===== src/rtl/pio_isr.sv =====
// rtl/pio_isr.sv - PIO input shift register with autopush and RX FIFO push path
//
// Purpose: receive-direction shift register of a PIO state machine. Executes
// IN, PUSH and MOV-to-ISR operations from the instruction decoder, tracks the
// shift count, performs autopush, and raises a stall request when a blocking
// push meets a full RX FIFO.
//
// Ports:
//   clk, reset_n           clock, synchronous active-low reset
//   penable, stalled       machine tick / machine stalled (active = penable & ~stalled)
//   shift_right            1: new bits enter at MSB, 0: new bits enter at LSB
//   auto_push, thresh      autopush enable and threshold (0 encodes 32)
//   do_in, in_bits, din    IN strobe, bit count (0 encodes 32), source data
//   do_push, if_full, block explicit PUSH and its qualifiers
//   do_mov                 MOV to ISR (loads din)
//   rx_full                RX FIFO full
//   rx_push, rx_data       registered one-cycle FIFO write strobe and data
//   dout, shift_count      current ISR value and shift count (0..32)
//   stall_req              combinational: operation cannot complete this cycle

module pio_isr #(
  parameter int WIDTH = 32,
  parameter int CNT_W = 6
) (
  input  logic             clk,
  input  logic             reset_n,
  input  logic             penable,
  input  logic             stalled,
  input  logic             shift_right,
  input  logic             auto_push,
  input  logic [4:0]       thresh,
  input  logic             do_in,
  input  logic [4:0]       in_bits,
  input  logic [WIDTH-1:0] din,
  input  logic             do_push,
  input  logic             if_full,
  input  logic             block,
  input  logic             do_mov,
  input  logic             rx_full,
  output logic             rx_push,
  output logic [WIDTH-1:0] rx_data,
  output logic [WIDTH-1:0] dout,
  output logic [CNT_W-1:0] shift_count,
  output logic             stall_req
);

  localparam logic [CNT_W-1:0] FULL_CNT = CNT_W'(WIDTH);

  logic [WIDTH-1:0] isr_q, isr_d;
  logic [CNT_W-1:0] cnt_q, cnt_d;
  logic             push_d;
  logic [WIDTH-1:0] data_d;

  logic             active;
  logic [CNT_W-1:0] t_eff;
  logic [CNT_W-1:0] n_eff;
  logic [WIDTH-1:0] din_mask;
  logic [WIDTH-1:0] din_bits;
  logic [WIDTH-1:0] isr_shifted;
  logic [CNT_W:0]   cnt_sum;
  logic [CNT_W-1:0] cnt_in;
  logic             thresh_met;

  assign active = penable & ~stalled;

  // Zero-encoded fields mean the full register width.
  assign t_eff = (thresh == 5'd0) ? FULL_CNT : CNT_W'(thresh);
  assign n_eff = (in_bits == 5'd0) ? FULL_CNT : CNT_W'(in_bits);

  // A shift by the full width yields zero, so N=32 gives an all-ones mask
  // and a fully replaced ISR in both directions without special cases.
  assign din_mask = ~({WIDTH{1'b1}} << n_eff);
  assign din_bits = din & din_mask;

  always_comb begin
    isr_shifted = '0;
    if (shift_right) begin
      isr_shifted = (isr_q >> n_eff) | (din_bits << (FULL_CNT - n_eff));
    end else begin
      isr_shifted = (isr_q << n_eff) | din_bits;
    end
  end

  // Count saturates at the register width instead of wrapping.
  assign cnt_sum = {1'b0, cnt_q} + {1'b0, n_eff};
  assign cnt_in  = (cnt_sum > {1'b0, FULL_CNT}) ? FULL_CNT : cnt_sum[CNT_W-1:0];

  assign thresh_met = (cnt_in >= t_eff);

  always_comb begin
    isr_d     = isr_q;
    cnt_d     = cnt_q;
    push_d    = 1'b0;
    data_d    = rx_data;
    stall_req = 1'b0;

    if (active) begin
      if (do_mov) begin
        isr_d = din;
        cnt_d = '0;
      end else if (do_push) begin
        if (if_full && (cnt_q < t_eff)) begin
          // Below threshold: conditional push is a no-op.
          isr_d = isr_q;
        end else if (!rx_full) begin
          push_d = 1'b1;
          data_d = isr_q;
          isr_d  = '0;
          cnt_d  = '0;
        end else if (block) begin
          stall_req = 1'b1;
        end else begin
          // Non-blocking push into a full FIFO drops the data.
          isr_d = '0;
          cnt_d = '0;
        end
      end else if (do_in) begin
        if (auto_push && thresh_met) begin
          if (!rx_full) begin
            push_d = 1'b1;
            data_d = isr_shifted;
            isr_d  = '0;
            cnt_d  = '0;
          end else begin
            // Hold everything; the decoder re-issues the IN.
            stall_req = 1'b1;
          end
        end else begin
          isr_d = isr_shifted;
          cnt_d = cnt_in;
        end
      end
    end
  end

  always_ff @(posedge clk) begin
    if (!reset_n) begin
      isr_q   <= '0;
      cnt_q   <= '0;
      rx_push <= 1'b0;
      rx_data <= '0;
    end else begin
      isr_q   <= isr_d;
      cnt_q   <= cnt_d;
      rx_push <= push_d;
      rx_data <= data_d;
    end
  end

  assign dout        = isr_q;
  assign shift_count = cnt_q;

endmodule


===== config.mk =====
export PLATFORM = sky130hd
export DESIGN_NAME = pio_isr
export DESIGN_NICKNAME = d
export VERILOG_FILES = /design/src/rtl/pio_isr.sv
export SDC_FILE = /design/constraint.sdc
export NUM_CORES = 1
export LEC_CHECK = 0
export CAP_MARGIN = 10
export CELL_PAD_IN_SITES_DETAIL_PLACEMENT = 1
export CELL_PAD_IN_SITES_GLOBAL_PLACEMENT = 2
export CORE_UTILIZATION = 36
export CTS_BUF_LIST = sky130_fd_sc_hd__clkbuf_16
export CTS_CLUSTER_SIZE = 16
export DETAILED_ROUTE_END_ITERATION = 8
export PLACE_DENSITY_LB_ADDON = 0.08
export SYNTH_ARGS = -nofsm -noshare
export SYNTH_HDL_FRONTEND = slang
export SYNTH_SLANG_ARGS = --single-unit
export TNS_END_PERCENT = 30

===== constraint.sdc =====
create_clock -name clk -period 15.1 [get_ports clk]
set_input_delay 3.02 -clock clk [delete_from_list [all_inputs] [get_ports clk]]
set_output_delay 3.02 -clock clk [all_outputs]
set_load 0.01 [all_outputs]

Word-level counts from Yosys, hierarchy flattened:

Cells that the tools add are included.

* $add $sub $neg: 2
* order comparisons: 3
* equality and inequality tests: 4
* shift operators: 4
* muxes and demuxes: 40
* bitwise operators: 10
* reduce and logical (&&, ||, !) cells: 10

Operators by type and width (number)
* 2-to-1 mux 32 bit: 15
* 2-to-1 mux 6 bit: 11
* OR 32 bit: 2
* << shifter 32 x 6 -> 32 bit: 2
* bitwise AND 32 bit: 1
* inverter 32 bit: 1
* << shifter 32 x 6 -> 32 bit, first input constant: 1
* right shift 32 x 6 -> 32 bit: 1
* 2-to-1 mux 1 bit: 14
* zero test 5 bit: 2
* != test 4 bit, second input constant: 2
* adder 6 x 6 -> 7 bit: 1
* greater-than comparator 7 x 6 -> 1 bit, second input constant: 1
* >= comparator 6 bit: 1
* < comparator 6 bit: 1
* AND reduction 6 bit: 1
* subtractor 6 bit, first input constant: 1
* inverter 1 bit: 5
* AND reduction 5 bit: 1
* nonzero test 2 bit: 2
* != test 3 bit, second input constant: 1
* nonzero test 3 bit: 1
* OR reduction 3 bit: 1
* logical AND 1 bit: 2
* 2 further kinds: 2

* register bits: 71
* input bits: 54
* output and inout port bits: 72
* logic and storage cells: 77

Longest topological paths before layout:

Gate-level depths: netlist of run 1.

* depth after elaboration: 12
* mapped depth: 25
* depth with buffers taken out: 18

Worst setup path after synthesis of run 1:

Ideal clock, no wire load.

* path kind: input to output
* start point: input port in_bits[0]
* end point: output port stall_req
* arrival: 6.446 ns
* required time: 12.080 ns
* slack: 5.634 ns
* stages on the path: 20
* path buffers: 6
* cells stage by stage: buf_6 buf_6 buf_4 buf_4 buf_4 clkbuf_1 ha_1 a21oi_1 o22ai_1 maj3_1 a21o_1 a211oi_1 and2_1 ha_1 a21o_1 a21oi_1 o21ai_1 nand4b_1 o21ai_0 and3_1

* cells in the longest elaborated chain, start to end: 12

RTL lines
* from (decl): line 33 `input logic [4:0] in_bits,`
* zero test 5 bit: line 68 `assign n_eff = (in_bits == 5'd0) ? FULL_CNT : CNT_W'(in_bits);`
* 2-to-1 mux 6 bit *: line 68
* adder 6 x 6 -> 7 bit *: line 85 `assign cnt_sum = {1'b0, cnt_q} + {1'b0, n_eff};`
* greater-than comparator 7 x 6 -> 1 bit: line 86 `assign cnt_in = (cnt_sum > {1'b0, FULL_CNT}) ? FULL_CNT : cnt_sum[CNT_W-1:0];`
* 2-to-1 mux 6 bit *: line 86
* >= comparator 6 bit *: line 88 `assign thresh_met = (cnt_in >= t_eff);`
* logical AND 1 bit *: line 118 `if (auto_push && thresh_met) begin`
* 2-to-1 mux 1 bit *: line 118
* 2-to-1 mux 1 bit *: line 117 `end else if (do_in) begin`
* 2-to-1 mux 1 bit *: line 101 `end else if (do_push) begin`
* 2-to-1 mux 1 bit *: line 98 `if (do_mov) begin`
* 2-to-1 mux 1 bit *: line 97 `if (active) begin`
* to (decl): line 44 `output logic stall_req`

Mark *: on every way between the ends. The rest lies on a longest branch, timed or not.

Worst setup path after layout of run 1:

* start point: input port in_bits[3]
* end point: output port stall_req

Same word-level chain as after synthesis.

==> results of run 1 <==
## registers in the layout, indices dropped and copies added, names as in the netlist
name	flops
shift_count	6
rx_push	1
dout	32
rx_data	32
## kinds of logic (layout without fill, tap and decap cells)
group                      after synthesis  in the layout
DFF                                     71             71
and+or+nand+nor                        422            422
muxes                                  147            147
xor gates and xnor gates                10             10
AOI/OAI and AO/OA                      506            506
buffers and inverters                  166            204
adders and majority gates               21             21
## metrics by stage
step	hold slack [ns]	util, %	setup slack [ns]	std cells
3_5_place_dp	0.494	41.3	4.80	1743
5_1_grt	0.549	42.4	4.46	1759
2_1_floorplan	0.539	-	5.63	1343
6_report	0.512	42.4	4.72	1759
4_1_cts	0.517	42.4	4.76	1759
3_3_place_gp	0.485	41.3	4.88	1743
## report_power, final
group / switching [µW] / internal (µW) / total (µW)
Clock: 106 / 115 / 221
Combinational: 254 / 134 / 388
Sequential: 21.8 / 195 / 216
## worst max-delay path by stage
stage,to,depth (start not counted)
final,stall_req,16
after global routing,stall_req,16
after CTS,stall_req,16
after detailed placement,stall_req,16
after global placement,stall_req,16
after floorplan,stall_req,20
## layout make-up
type	count	area, µm²	area share (%)
inverters	28	105	0.890
clock inverters	7	61.3	0.519
multi-input cells	1106	8030	68.1
well taps	378	473	4.01
flip-flops and latches	71	1420	12.0
repair buffers	160	1480	12.6
clock buffers	9	225	1.91
## metal layers
layer	up-vias	GRT usage [%]
met4	2	18.1
li1	5302	-
met3	142	9.86
met5	-	0
met1	6284	55.4
met2	770	60.4
## worst max-delay path: stages
cell and delay [ns]:
buf_2 0.37, nor4_4 0.61, nand2_1 0.37, inv_1 0.20, ha_1 0.32, a21o_1 0.18, a211oi_1 0.48, and2_1 0.24
ha_1 0.26, a21o_1 0.16, a21oi_1 0.12, o21ai_1 0.09, nand4b_1 0.14, o21ai_0 0.11, and3_1 0.19, clkdlybuf4s50_1 0.47
## placed cells by master (no fill, tap or decap), types with 8 or more instances in the layout
master           instances
a211oi_1                22
buf_4                   37
o221ai_1                14
a221oi_1                19
nand2b_1                14
nand4_1                  9
o21ai_1                  8
o211ai_1                29
nor3_1                  32
clkdlybuf4s50_1        118
o21ai_0                109
nand3b_1                 8
nand3_1                 43
ha_1                    19
nor2_1                 101
a31oi_1                 39
or3_1                   29
a32oi_1                 12
nor2b_1                 15
a21oi_1                103
a21o_1                  14
mux4_2                  50
mux2i_1                 59
nand2_1                117
a22oi_1                 17
clkbuf_16                9
mux2_2                  37
o311ai_0                 9
and2_1                  14
o22ai_1                 11
inv_1                   23
and3_1                  10
dfxtp_1                 71
==> results.cfg, run 1 <==
[run_status]
outcome = finished clean

[timing]
rsz0062_at_grt = no
skew_ns = 0.0176
fin_crit_sh_pct = 68.7
drv_slew = 0
max_freq_mhz = 96.3
period_minus_slack_ns = 10.38
max_slew_margin_pct = 13.2
tightest_slew_ns = 1.30
finalHoldViolations = 0
fin_setup_tns_ns = 0
setup_viol_count_final = 0

[grt]
grt_use_total_pct = 40.7
grt_overflow = 0
grt_pass1_vias = 11835
antenna_found_initial = 2
grt_max_degree = 78
grt_pass1_wl_mm = 84.8

[critical_path]
crit_required_ns = 12.08
r2r_end = shift_count[0]
start_kind = primary input
r2r_start = shift_count[1]
worst-r2r-setup-slack_ns = 10.29
cp_max_fo = 40
crit_path_end_kind = output port
cp-startpoint = in_bits[3]
crit_arrival_ns = 7.36
worstRegToRegCells = 18
critPathKind = in2out

[yosys]
synth_cell_types = 93
synth_fp_nets = 1416
muxShareOfSynthArea_pct = 21.0
synth_most_common_cell = nand2_1
netlist_area_um2 = 10200
yosys-top-cells-count = nand2_1 (117), o21ai_0 (109), a21oi_1 (103), nor2_1 (101), clkbuf_1 (78)
postSynthAreaPerCell_um2 = 7.61
synth_xor_area_share_pct = 0.931
synth_compound_area_share_pct = 33.4
ys_seq_area_share_pct = 13.9
synth_top_family_by_area = compound AO/OA/AOI/OAI gates
yosys.area.top_type_share_pct = 13.9
yosysWarnings = 0
ys_async_sr_fraction_pct = 0
ys_ff_latch = 71
synthSimpleGateAreaFrac_pct = 20.5
syn_inst = 1343
synth_fa_ha_area_share_pct = 2.52
synth_area_leaders = dfxtp_1 (14%), mux4_2 (11%), mux2i_1 (5.8%)
synth_largest_area_cell = dfxtp_1
ys.flop_type = dfxtp_1
synth_edf_count = 0

[worst_hold_path]
hold_class = reg2reg
hold-path-endpoint = rx_data[19]
worstHoldPathCells = 1
min_from = rx_data[19]

[finish]
drive_gt1_share_pct = 12.5
finalInstanceArea_um2 = 11800
fillerInstances = 3427
area_growth_pct = 15.5
antennaDiodeCount = 0
fin_nets = 1449

[detailed_routing]
wl_met3_mm = 5.92
topRoutingLayerUsed = met5
vias = 12500
wl_per_cell_um = 33.7
antenna_left = 0
via_per_inst = 7.11
drt-met1-wl_mm = 25.3
dr_wl_met2_mm = 25.3
drt-pass1-iter-count = 7
drc_errors = 0
wl_mm = 59.3
drt_iter0_drc = 1863

[placed_design]
hpwl_mm = 44.4
gp_congestion = 1.01
numPortBuffers = 125
placed_area_um2 = 11500

[clock_tree]
cts_hold_buffers = 0
cts_buffers = 9
cts_setup_buffers = 0
cts_tree = built
htree_levels = 3
root_buffer = clkbuf_16
cts_sinks = 71
cts-resized-gates = 0
insertion_delay_ns = 0.36
clk_path_buf_depth = 2
clkTransAtPathRegs_ns = 0.08

[pwr]
peakVddDrop_uv = 54.6
power_uw = 826
p_leak_uw = 0.00415
power.density_nw_per_um2 = 70.0

[floorplanning]
ios = 126
die_h_um = 170
die_area_um2 = 29100
start_util_pct = 36.7
die_w_um = 170
core_um2 = 27900
rows = 61

[flow_run]
max_cap_violations = 0
Note: power is estimated with default switching activity, not from simulation.
==> run 2, diff against run 1 <==
Settings changed: CORE_UTILIZATION 36 to 30.
Clock period 15.1 ns to 9.53 ns, I/O delays scaled along.
==> run 2 against run 1 <==
Sequential power rose by 60%. Via count fell by 0.58%. Combinational power rose by 62%. Critical path depth did not move. Critical path type unchanged. Largest power group unchanged. Highest routed layer unchanged.
==> results.cfg, run 2 (same netlist as run 1, synthesis figures left out) <==
[run_status]
outcome = finished clean

[timing]
fin_ws_ns = 1.52
setup_viol_count_final = 0
rsz0062_at_grt = no
tightest_slew_ns = 1.13
drv_slew = 0
fin_setup_tns_ns = 0
skew_ns = 0.0214
max_slew_margin_pct = 24.9
finalHoldViolations = 0
fin_crit_sh_pct = 84.0
max_freq_mhz = 125
period_minus_slack_ns = 8.01

[floorplanning]
ios = 126
core_um2 = 33500
die_area_um2 = 34800
rows = 67
start_util_pct = 30.5
die_h_um = 187
die_w_um = 187

[detailed_routing]
wl_mm = 61.5
drt_iter0_drc = 1395
drc_errors = 0
wl_per_cell_um = 33.2
antenna_left = 0
vias = 12428
drt-pass1-iter-count = 7
via_per_inst = 6.72

[pwr]
power_uw = 1330
power_switching_uw = 600
combinationalPowerShare_pct = 47.0
p_clk_share_pct = 27.1
power.density_nw_per_um2 = 111
pwr-share-seq_pct = 25.9
power.internal_uw = 732
swShare_pct = 45.0
p_leak_uw = 0.00424
peakVddDrop_uv = 87.1

[grt]
grtUsageMet1_pct = 48.3
antenna_found_initial = 4
grt_pass1_wl_mm = 88.9
use_met2_pct = 51.8
grt.busiest_layer = met2
grt_overflow = 0
grt_use_total_pct = 34.7
use_met3_pct = 6.47
grt_pass1_vias = 12034
grt_max_degree = 81

[clock_tree]
clk_path_buf_depth = 2
insertion_delay_ns = 0.36
cts_hold_buffers = 0
cts_tree = built
cts-resized-gates = 0
clkTransAtPathRegs_ns = 0.06
cts_setup_buffers = 0
htree_levels = 3
cts_sinks = 71
root_buffer = clkbuf_16
cts_buffers = 9

[finish]
area_growth_pct = 17.7
fillerInstances = 4085
fin_nets = 1464
drive_gt1_share_pct = 13.3
final_common_cell = clkdlybuf4s50_1
final_cell_mix = clkdlybuf4s50_1 (118), nand2_1 (117), o21ai_0 (109)
multi_input_area_um2 = 8030
layout.cells.non_filler = 1849
seq_area_um2 = 1420
finalInstanceArea_um2 = 12000

[placed_design]
hpwl_mm = 45.6
gp_congestion = 1.01
numPortBuffers = 125
place_ws_ns = 1.61
dp_cells = 1828
placed_area_um2 = 11700

[critical_path]
r2r_start = shift_count[1]
critPathKind = in2out
crit_path_end_kind = output port
start_kind = primary input
cp_max_fo = 23
crit_required_ns = 7.62
crit_arrival_ns = 6.10
cp-startpoint = in_bits[2]

[worst_hold_path]
hold_class = reg2reg
min_from = rx_data[11]

[flow_run]
max_cap_violations = 0
==> run 2: stage by stage <==
stage	utilization [%]	hold WS [ns]
global route	35.8	0.558
global placement	34.9	0.485
CTS	35.8	0.518
finish	35.9	0.520
detailed placement	34.9	0.494
floorplan	-	0.539
==> run 2: worst max-delay path, cell delays in order <==
cell,delay (ns)
buf_4,0.20
nor4_4,0.58
nand2_1,0.39
inv_1,0.21
ha_1,0.33
a21o_1,0.18
a211oi_1,0.49
nand2_1,0.12
ha_1,0.28
nand2b_1,0.14
a31oi_1,0.22
o21ai_1,0.13
nand4b_1,0.15
o21ai_0,0.10
and3_1,0.19
clkdlybuf4s50_1,0.47
==> run 2: routing by layer <==
layer	wire length (µm)	up-vias
met5	13	-
met2	26400	654
met4	2850	2
met1	26900	6284
li1	-	5340
met3	5290	148
==> run 2: area by class of cell <==
cell class / instances / share of cell area [%]
diodes: 5 / 0.104
clock buffers: 9 / 1.87
clock inverters: 7 / 0.604
inverters: 28 / 0.874
multi-input cells: 1106 / 66.8
flip-flops and latches: 71 / 11.8
well taps: 448 / 4.66
repair buffers: 175 / 13.3
==> run 2: final timing paths <==
| check | slack, ns | to | depth (start not counted) |
|---|---|---|---|
| worst min-delay path | 0.52 | rx_data[11] | 1 |
| worst max-delay path | 1.52 | stall_req | 16 |
| worst min register to register | 0.52 | rx_data[11] | 1 |
| worst max register to register | 4.71 | dout[8] | 19 |
==> run 2: power groups by stage <==
stage | clock [µW] | combinational, µW | sequential (µW)
after CTS | 363 | 608 | 342
final | 361 | 627 | 345
after floorplan | 0 | 351 | 335
after detailed placement | 0 | 605 | 349
after global routing | 377 | 652 | 345
after global placement | 0 | 607 | 349
==> run 3, diff against run 2 <==
Settings changed: CORE_UTILIZATION 30 to 34.
Clock period 9.53 ns to 8 ns, I/O delays scaled along.
==> run 3 against run 2 <==
Final area is 1.2% lower. Die area fell by 12%. Setup slack lost 0.64 ns. Sequential cell count unchanged. Register-to-register slack lost 1.7 ns. Sequential power up 22%. Non-clock buffer count fell by 8. Sequential share of layout area up 0.14 points.
==> results.cfg, run 3 (same netlist as run 1, synthesis figures left out) <==
[grt]
antenna_found_initial = 1
grt_pass1_vias = 12162
grt_pass1_wl_mm = 84.4
grt_overflow = 0
grt_use_total_pct = 37.5
grt_max_degree = 78

[critical_path]
path_cells = buf_4 -> nor4_4 -> nand2_1 -> buf_4 -> inv_1 -> ha_1 -> a21o_1 -> a211oi_1 -> and2_1 -> ha_1 -> a21o_1 -> a21oi_1 -> o21ai_1 -> nand4b_1 -> o21ai_0 -> and3_1 -> clkdlybuf4s50_1
start_kind = primary input
critPathKind = in2out
crit_path_end_kind = output port
critPathBufInv = 4
crit_required_ns = 6.40
cp_max_fo = 10
cpLargestDelayFamily = simple AND/OR/NAND/NOR gates
critPathMaxStageDelay_ns = 0.58
crit_arrival_ns = 5.52
critPathSlowestCell = nor4_4

[detailed_routing]
drt_iter0_drc = 1517
wl_met3_mm = 6.05
via_per_inst = 6.96
topRoutingLayerUsed = met5
drt-met1-wl_mm = 24.3
vias = 12383
drc_errors = 0
drt-pass1-iter-count = 5
dr_wl_met2_mm = 25.5
wl_mm = 58.3
antenna_left = 0
wl_per_cell_um = 32.8

[clock_tree]
clkTransAtPathRegs_ns = 0.06
cts_hold_buffers = 0
cts-resized-gates = 0
htree_levels = 3
root_buffer = clkbuf_16
cts_tree = built
cts_sinks = 71
cts_setup_buffers = 0
clk_path_buf_depth = 2
cts_buffers = 9
insertion_delay_ns = 0.34

[timing]
rsz0062_at_grt = no
fin_setup_tns_ns = 0
max_freq_mhz = 141
finalHoldViolations = 0
max_slew_margin_pct = 6.20
setup_viol_count_final = 0
skew_ns = 0.00815
tightest_slew_ns = 1.41
hold_ws_ns = 0.502
drv_slew = 0
fin_crit_sh_pct = 88.9
period_minus_slack_ns = 7.12

[placed_design]
numPortBuffers = 125
gp_congestion = 1.03
placed_area_um2 = 11600
dp_cells = 1762
hpwl_mm = 43.1

[finish]
final_common_cell = clkdlybuf4s50_1
fin_nets = 1456
area_growth_pct = 16.3
finalInstanceArea_um2 = 11900
final_cell_mix = clkdlybuf4s50_1 (118), nand2_1 (117), o21ai_0 (109)
layout.cells.non_filler = 1778
drive_gt1_share_pct = 12.8
antennaDiodeCount = 0
fillerInstances = 3629

[worst_hold_path]
hold_class = reg2reg

[pwr]
peakVddDrop_uv = 113
p_leak_uw = 0.00420
power.density_nw_per_um2 = 131
power_uw = 1560

[run_status]
outcome = finished clean

[floorplanning]
start_util_pct = 34.6
ios = 126
die_w_um = 175
core_um2 = 29600
rows = 63
die_h_um = 175
die_area_um2 = 30700

[flow_run]
max_cap_violations = 0
## run 3: changes by cell type in the layout (fill, tap and decap cells not counted), sizes merged
cell,delta
buf,-8
diode,-5
clkinv,-1
inv,+1
## run 3: worst register-to-register path, stage by stage (launching register included)
cell	delay, ns
dfxtp_1	0.61
xor2_1	0.14
ha_1	0.23
a211oi_1	0.26
o31ai_1	0.14
nor2_1	0.22
nand4_1	0.14
a211oi_1	0.43
and2_1	0.23
ha_1	0.26
a21o_1	0.16
a21oi_1	0.14
o21ai_1	0.11
and2_1	0.23
nand2b_1	0.64
nor2_1	0.70
a222oi_1	0.17
nor2b_1	0.17
## run 3: routing by layer
metal | vias up | GRT usage, %
met2 | 714 | 57.5
met1 | 6225 | 50.1
li1 | 5309 | -
met5 | - | 0
met4 | 2 | 16.4
met3 | 133 | 8.57
## run 3: layout make-up
class | count | area (µm²) | share of cell area (%)
timing repair buffer | 167 | 1540 | 13.0
sequential | 71 | 1420 | 12.0
multi-input combinational | 1106 | 8030 | 67.6
tap | 390 | 488 | 4.11
inverter | 28 | 105 | 0.885
clock buffer | 9 | 225 | 1.90
clock inverter | 7 | 72.6 | 0.611
## run 3: final timing paths
| check | from | endpoint | slack (ns) | cells after the start |
|---|---|---|---|---|
| worst max register to register | shift_count[1] | dout[4] | 2.98 | 17 |
| worst min register to register | rx_data[11] | rx_data[11] | 0.50 | 1 |
| worst min-delay path | rx_data[11] | rx_data[11] | 0.50 | 1 |
| worst max-delay path | in_bits[2] | stall_req | 0.88 | 17 |
## run 3: metrics by stage
stage	util (%)	worst slack, ns
finish	40.2	0.885
global route	40.2	0.599
CTS	40.2	0.911
detailed placement	39.2	0.936
global placement	39.2	1.04
floorplan	-	1.37
## run 3: power by group
group | internal (µW) | switching [µW]
combinational | 256 | 465
clock | 243 | 171
sequential | 368 | 54.1
total | 867 | 690
